**src/rtl/draw_falling_bar.sv**
```systemverilog
// Falling obstacle bar overlaid on the background pixel stream, with collision and completion pulses.
// Optional macro BAR_GAP_EN adds an LFSR-placed 60-column gap that is neither drawn nor collidable.
module draw_falling_bar #(
    parameter int          TOP_V_LINE    = 317,
    parameter int          BOTTOM_V_LINE = 617,
    parameter int          LEFT_H_LINE   = 361,
    parameter int          RIGHT_H_LINE  = 661,
    parameter int          BAR_HEIGHT    = 20,
    parameter int          SPEED         = 2,
    parameter int          WARN_FRAMES   = 60,
    parameter logic [11:0] BAR_COLOR     = 12'hf_0_0,
    parameter logic [11:0] WARN_COLOR    = 12'hf_8_0
) (
    input  logic        pclk,
    input  logic        rst,
    input  logic [11:0] vcount_in,
    input  logic [11:0] hcount_in,
    input  logic        vsync_in,
    input  logic        vblnk_in,
    input  logic        hsync_in,
    input  logic        hblnk_in,
    input  logic [11:0] rgb_in,
    input  logic        enable,
    input  logic [11:0] xpos,
    input  logic [11:0] ypos,
    output logic [11:0] vcount_out,
    output logic [11:0] hcount_out,
    output logic        vsync_out,
    output logic        vblnk_out,
    output logic        hsync_out,
    output logic        hblnk_out,
    output logic [11:0] rgb_out,
    output logic        hit,
    output logic        done
);
    localparam int          CNT_W     = 6;
    localparam logic [11:0] TOP       = 12'(TOP_V_LINE);
    localparam logic [11:0] LEFT      = 12'(LEFT_H_LINE);
    localparam logic [11:0] RIGHT     = 12'(RIGHT_H_LINE);
    localparam logic [11:0] HEIGHT    = 12'(BAR_HEIGHT);
    localparam logic [11:0] BAR_LIMIT = 12'(BOTTOM_V_LINE - BAR_HEIGHT);

    typedef enum logic [1:0] {IDLE, WARN, FALL, DONE} state_t;

    state_t             state, state_nxt;
    logic [11:0]        bar_y, bar_y_nxt, bar_step;
    logic [CNT_W-1:0]   frame_cnt, frame_cnt_nxt;
    logic               vblnk_q, tick;
    logic               pix_cols, pix_bar_rows, pix_warn_rows, player_in_bar;
    logic               pix_gap, player_gap;
    logic [11:0]        rgb_nxt;
    logic               hit_nxt;

    assign tick          = vblnk_in & ~vblnk_q;
    assign pix_cols      = (hcount_in >= LEFT) && (hcount_in < RIGHT);
    assign pix_bar_rows  = (vcount_in >= bar_y) && (vcount_in < bar_y + HEIGHT);
    assign pix_warn_rows = (vcount_in >= TOP) && (vcount_in <= TOP + 12'd3);
    assign player_in_bar = (xpos >= LEFT) && (xpos < RIGHT) &&
                           (ypos >= bar_y) && (ypos < bar_y + HEIGHT) && !player_gap;
    assign bar_step      = bar_y + 12'(SPEED);

`ifdef BAR_GAP_EN
    logic [7:0]  lfsr, lfsr_mod;
    logic [11:0] gap_x;

    assign lfsr_mod   = (lfsr >= 8'd200) ? lfsr - 8'd200 : lfsr;
    assign pix_gap    = (hcount_in >= gap_x) && (hcount_in < gap_x + 12'd60);
    assign player_gap = (xpos >= gap_x) && (xpos < gap_x + 12'd60);

    // gap position latches the LFSR value seen at the tick that enters FALL
    always_ff @(posedge pclk or posedge rst) begin
        if (rst) begin
            lfsr  <= 8'h5A;
            gap_x <= '0;
        end else begin
            if (tick)
                lfsr <= {lfsr[6:0], lfsr[7] ^ lfsr[5] ^ lfsr[4] ^ lfsr[3]};
            if (state != FALL && state_nxt == FALL)
                gap_x <= LEFT + 12'd20 + {4'd0, lfsr_mod};
        end
    end
`else
    assign pix_gap    = 1'b0;
    assign player_gap = 1'b0;
`endif

    always_comb begin
        state_nxt     = state;
        bar_y_nxt     = bar_y;
        frame_cnt_nxt = frame_cnt;
        hit_nxt       = 1'b0;
        if (!enable) begin
            state_nxt = IDLE;
            bar_y_nxt = TOP;
        end else begin
            case (state)
                IDLE: if (tick) begin
                    state_nxt     = WARN;
                    frame_cnt_nxt = '0;
                end
                WARN: if (tick) begin
                    if (frame_cnt == CNT_W'(WARN_FRAMES - 1)) begin
                        state_nxt = FALL;
                        bar_y_nxt = TOP;
                    end else begin
                        frame_cnt_nxt = frame_cnt + CNT_W'(1);
                    end
                end
                FALL: if (tick) begin
                    hit_nxt = player_in_bar;
                    if (bar_y >= BAR_LIMIT)
                        state_nxt = DONE;
                    else
                        bar_y_nxt = (bar_step > BAR_LIMIT) ? BAR_LIMIT : bar_step;
                end
                DONE: state_nxt = IDLE;
                default: state_nxt = IDLE;
            endcase
        end
    end

    always_comb begin
        rgb_nxt = rgb_in;
        if (enable && !vblnk_in && !hblnk_in && pix_cols) begin
            if (state == WARN && frame_cnt[3] && pix_warn_rows)
                rgb_nxt = WARN_COLOR;
            else if (state == FALL && pix_bar_rows && !pix_gap)
                rgb_nxt = BAR_COLOR;
        end
    end

    always_ff @(posedge pclk or posedge rst) begin
        if (rst) begin
            state      <= IDLE;
            bar_y      <= TOP;
            frame_cnt  <= '0;
            vblnk_q    <= 1'b0;
            vcount_out <= '0;
            hcount_out <= '0;
            vsync_out  <= 1'b0;
            vblnk_out  <= 1'b0;
            hsync_out  <= 1'b0;
            hblnk_out  <= 1'b0;
            rgb_out    <= '0;
            hit        <= 1'b0;
            done       <= 1'b0;
        end else begin
            state      <= state_nxt;
            bar_y      <= bar_y_nxt;
            frame_cnt  <= frame_cnt_nxt;
            vblnk_q    <= vblnk_in;
            vcount_out <= vcount_in;
            hcount_out <= hcount_in;
            vsync_out  <= vsync_in;
            vblnk_out  <= vblnk_in;
            hsync_out  <= hsync_in;
            hblnk_out  <= hblnk_in;
            rgb_out    <= rgb_nxt;
            hit        <= hit_nxt;
            done       <= (state_nxt == DONE);
        end
    end
endmodule

```
**config.mk**
```make
export PLATFORM = sky130hd
export DESIGN_NAME = draw_falling_bar
export DESIGN_NICKNAME = d
export VERILOG_FILES = /design/src/rtl/draw_falling_bar.sv
export SDC_FILE = /design/constraint.sdc
export NUM_CORES = 1
export LEC_CHECK = 0
export CORE_UTILIZATION = 39
export CTS_BUF_LIST = sky130_fd_sc_hd__clkbuf_16
export DETAILED_ROUTE_END_ITERATION = 8
export GPL_ROUTABILITY_DRIVEN = 0
export GPL_TIMING_DRIVEN = 0
export PLACE_DENSITY = 0.68
export SETUP_SLACK_MARGIN = 0.2
export SKIP_CTS_REPAIR_TIMING = 1
export SYNTH_ARGS = -nofsm -noshare
export SYNTH_HDL_FRONTEND = slang
export SYNTH_SLANG_ARGS = --single-unit
```
**constraint.sdc**
```tcl
create_clock -name pclk -period 4.85 [get_ports pclk]
set_clock_uncertainty 0.1 [all_clocks]
set_input_delay 0.485 -clock pclk [delete_from_list [all_inputs] [get_ports pclk]]
set_output_delay 0.485 -clock pclk [all_outputs]
set_load 0.005 [all_outputs]
```
* Word-level counts from Yosys, hierarchy flattened
Index checks and enable logic that the tools add are counted.
Cells by class: reductions and logical operators 18, multiplexer cells 24, $lt $le $gt $ge 12, bitwise gates (word level) 2, equality and inequality tests 13, $add $sub $neg 3
Operators with widths (count):
- $mux W12 | 9
- $ge A12 B9 Y1 const B | 3
- $ge A12 B12 Y1 | 2
- $lt A12 B10 Y1 const B | 2
- $lt A12 B12 Y1 | 2
- $pmux W12 S2 | 1
- $mux W6 | 3
- $add A12 B2 Y12 const B | 1
- $add A12 B5 Y12 const B | 1
- $ge A12 B10 Y1 const B | 1
- $gt A12 B10 Y1 const B | 1
- $le A12 B9 Y1 const B | 1
- $logic_and A1 B1 Y1 | 12
- $mux W2 | 6
- $ne A3 B3 Y1 const B | 4
- $pmux W6 S2 | 1
- $reduce_and A5 Y1 | 2
- $pmux W2 S4 | 1
- $add A6 B1 Y6 const B | 1
- $eq A2 B2 Y1 const B | 3
- $eq A6 B6 Y1 const B | 1
- $ne A2 B2 Y1 const B | 3
- $mux W1 | 3
- $ne A3 B1 Y1 const B | 1
- other kinds (6) | 7
Word-level totals: logic and storage cells 84, register bits after elaboration 62, output and inout port bits 42, bits of input ports 67

* Logic depth before layout (Yosys ltp)
depth after elaboration 7, depth in mapped cells 11, depth with buffers taken out 9

* Worst setup path before layout
No wires, ideal clock.
kind register -> register, start reg bar_y[3], end reg rgb_out[10], required time 4626 ps, data arrival time 2655 ps, period minus slack after synthesis 2879 ps, path buffers 2, setup time 124 ps, stages on the path, launching flop included 12, setup slack 1971 ps, path through dfstp_2 -> buf_2 -> inv_1 -> ha_1 -> ha_1 -> o311ai_0 -> a221oi_2 -> maj3_2 -> maj3_2 -> nand3_1 -> buf_4 -> a211o_1
On the way: word-level cells in the longest chain between the ends 7, elaborated cells between the ends (all ways) 8, classes of those cells add/sub: 1; order compare: 2; mux: 3; reduce/logical: 2
Ends and longest elaborated chain:
- from (decl) | RTL line 46 | logic [11:0] bar_y, bar_y_nxt, bar_step;
- from (signal assigned) | RTL line 149 | bar_y <= bar_y_nxt;
- $add A12 B5 Y12 | RTL line 56 | assign pix_bar_rows = (vcount_in >= bar_y) && (vcount_in < bar_y + HEIGHT);
- $lt A12 B12 Y1 | RTL line 56
- $logic_and A1 B1 Y1 * | RTL line 56
- $logic_and A1 B1 Y1 * | RTL line 127 | else if (state == FALL && pix_bar_rows && !pix_gap)
- $mux W12 * | RTL line 127
- $mux W12 * | RTL line 125 | if (state == WARN && frame_cnt[3] && pix_warn_rows)
- $mux W12 * | RTL line 124 | if (enable && !vblnk_in && !hblnk_in && pix_cols) begin
- net rgb_nxt[10] | RTL line 51 | logic [11:0] rgb_nxt;
- to (signal assigned) | RTL line 158 | rgb_out <= rgb_nxt;
- to (decl) | RTL line 32 | output logic [11:0] rgb_out,
The timed path passes the listed nets; every way through them passes the cells marked *. A chain may end at the register's enable or synchronous reset.

* Worst setup path after layout
Ends and elaborated chain as after synthesis.

==> results.json <==
{
  "ys_warn_count": 0,
  "grt_pass1_wl_mm": 16.3,
  "grt_antenna_before_repair": 0,
  "setup.worst_path.end_class": "flop",
  "critPathArrivalTime_ns": 3.31,
  "async_reset_ff_share_pct": 100,
  "synth_top_area_share_pct": 36.5,
  "endpoint": "rgb_out[10]",
  "worst-setup-path-type": "reg -> reg",
  "synth_nets": 495,
  "synthMostInstantiatedCell": "dfrtp_1",
  "filler_cell_count": 824,
  "maxCapViolations": 0,
  "synth_top_family_by_area": "compound AO/OA/AOI/OAI gates",
  "n_antenna_cell": 0,
  "yosys-top-cells-count": "dfrtp_1 (56), ha_1 (39), a21oi_1 (31), nand2_1 (31)",
  "fin_tns_setup_ns": 0,
  "total_power_uw": 1400,
  "path_clk_slew_ns": 0.06,
  "rr_worst_depth": 11,
  "final_hold_viol_count": 0,
  "yosys-top-cells-area": "dfrtp_1 (37%), ha_1 (13%), dfstp_2 (4.1%)",
  "drc": 0,
  "cp.required_ns": 4.95,
  "synth_compound_area_share_pct": 20.9,
  "ant_nets": 0,
  "place_inst": 627,
  "setup_ws_ns": 1.64,
  "final_cells": 643,
  "area_growth_pct": 41.1,
  "synthFlopType": "dfrtp_1",
  "cp-startpoint": "bar_y[3]",
  "dp_hpwl_mm": 8.18,
  "max_slew_margin_pct": 40.4,
  "p_leak_uw": 0.00225,
  "wire_per_inst_um": 16.0,
  "io_buffer_count": 108,
  "grt_max_degree": 40,
  "critPathLaunchType": "flop",
  "rsz0062_at_grt": "false",
  "cts_tree": "done",
  "clock_latency_ns": 0.33,
  "dr.pass1.iters": 4,
  "rows": 35,
  "syn_avg_cell_area_um2": 9.86,
  "slew_violations": 0,
  "crit_fanout": 10,
  "chipWidth_um": 101,
  "worst_pin_slew_ns": 0.886,
  "yosysTopAreaCell": "dfrtp_1",
  "h-tree-depth": 3,
  "die_h_um": 101,
  "max_freq_mhz": 312,
  "synth-seq-cells": 62,
  "fin_crit_ns": 3.21,
  "hp-class": "reg -> reg",
  "core_mm2": 0.00937,
  "synth_seq_area_share_pct": 40.7,
  "finalSetupViolations": 0,
  "synthAdderAreaFrac_pct": 13.9,
  "synth_edf_count": 0,
  "initial_core_util_pct": 40.9,
  "cts_sinks": 62,
  "grt_usage_pct": 20.8,
  "r2r_start": "bar_y[3]",
  "cts-buffers-inserted": 9,
  "root_buffer": "clkbuf_16",
  "cts.path.max_buffers": 2,
  "outcome": "finished clean",
  "p_per_area_mw_per_mm2": 259,
  "final_core_util_pct": 57.8,
  "vias": 3425,
  "min_period_over_period_pct": 66.1,
  "ys_types": 69,
  "r2r_end": "rgb_out[10]",
  "synth-simple-area-share_pct": 16.9,
  "ios": 109,
  "vias_per_cell": 5.33,
  "rrSetupSlack_ns": 1.64,
  "synth_mux_area_share_pct": 0,
  "peakVddDrop_mv": 0.172,
  "syn_inst": 389,
  "drt_iter0_markers": 75,
  "synthesis.area_mm2": 0.00383,
  "nets": 615,
  "grt_pass1_vias": 3356,
  "overflow": 0,
  "dieArea_mm2": 0.0102,
  "drive_gt1_share_pct": 10.1,
  "yosys.area_share.xor_xnor_pct": 4.01,
  "post-place-ws_ns": 1.65,
  "drt-total-wl_mm": 10.3
}
cell usage in the layout, fill, tap and decap left out, types with 20 or more instances in the layout:
master,n
inv_1,20
nor2_1,26
a21oi_1,31
o21ai_0,26
clkdlybuf4s50_1,108
dfrtp_1,56
nand2_1,31
ha_1,39
final cells by class:
class / instances / area (µm²) / share of cell area (%)
multi-input combinational: 297 / 2130 / 39.4
sequential: 62 / 1560 / 28.8
timing repair buffer: 109 / 1100 / 20.3
clock buffer: 9 / 225 / 4.16
tap: 129 / 161 / 2.98
clock inverter: 7 / 90.1 / 1.66
inverter: 20 / 75.1 / 1.39
buffer: 10 / 66.3 / 1.23
power by group:
group,switching (µW),leakage (µW),total [µW],internal [µW]
registers,6.24,0.000752,543,537
logic,75.5,0.00133,183,107
clock network,229,0.000162,676,447
total,311,0.00225,1400,1090
worst max-delay path: stages (launching register included):
cell and delay (ns):
dfstp_2 0.54, buf_2 0.20, inv_1 0.16, ha_1 0.34
ha_1 0.29, o311ai_0 0.14, a221oi_2 0.32, maj3_2 0.26
maj3_2 0.20, nand3_1 0.10, buf_4 0.18, a211o_1 0.26
metrics by stage:
stage	cell area, µm²	hold WS, ns
after floorplan	3830	0.345
after global placement	5080	0.375
after detailed placement	5100	0.376
after CTS	5410	0.388
after global routing	5410	0.411
final	5410	0.393
how the worst min path moves through the flow:
stage	from	end	slack, ns	depth (start not counted)
after floorplan	frame_cnt[5]	frame_cnt[5]	0.35	1
final	frame_cnt[5]	frame_cnt[5]	0.39	1
after CTS	frame_cnt[5]	frame_cnt[5]	0.39	1
after detailed placement	frame_cnt[5]	frame_cnt[5]	0.38	1
after global routing	frame_cnt[5]	frame_cnt[5]	0.41	1
after global placement	frame_cnt[5]	frame_cnt[5]	0.37	1
flip-flops by register name, summed over array words and instances, names as in the netlist:
| signal | flops |
|---|---|
| bar_y | 12 |
| hcount_out | 12 |
| rgb_out | 12 |
| vcount_out | 12 |
| frame_cnt | 6 |
| state | 2 |
| done | 1 |
| hblnk_out | 1 |
| hit | 1 |
| hsync_out | 1 |
| vblnk_q | 1 |
| vsync_out | 1 |
kinds of logic after synthesis:
family / Yosys count
and+or+nand+nor: 120
AOI/OAI and AO/OA: 119
DFF: 62
adders and majority gates: 43
buffers and inverters: 30
xor gates and xnor gates: 15
routing by layer:
metal	up-vias	share of wire (%)	track usage, %
li1	1679	-	-
met3	18	5.5	3.59
met5	-	0	0
met4	0	2.0	8.47
met1	1617	44	25.6
met2	111	48	36.1
(Power assumes the default switching activity.)
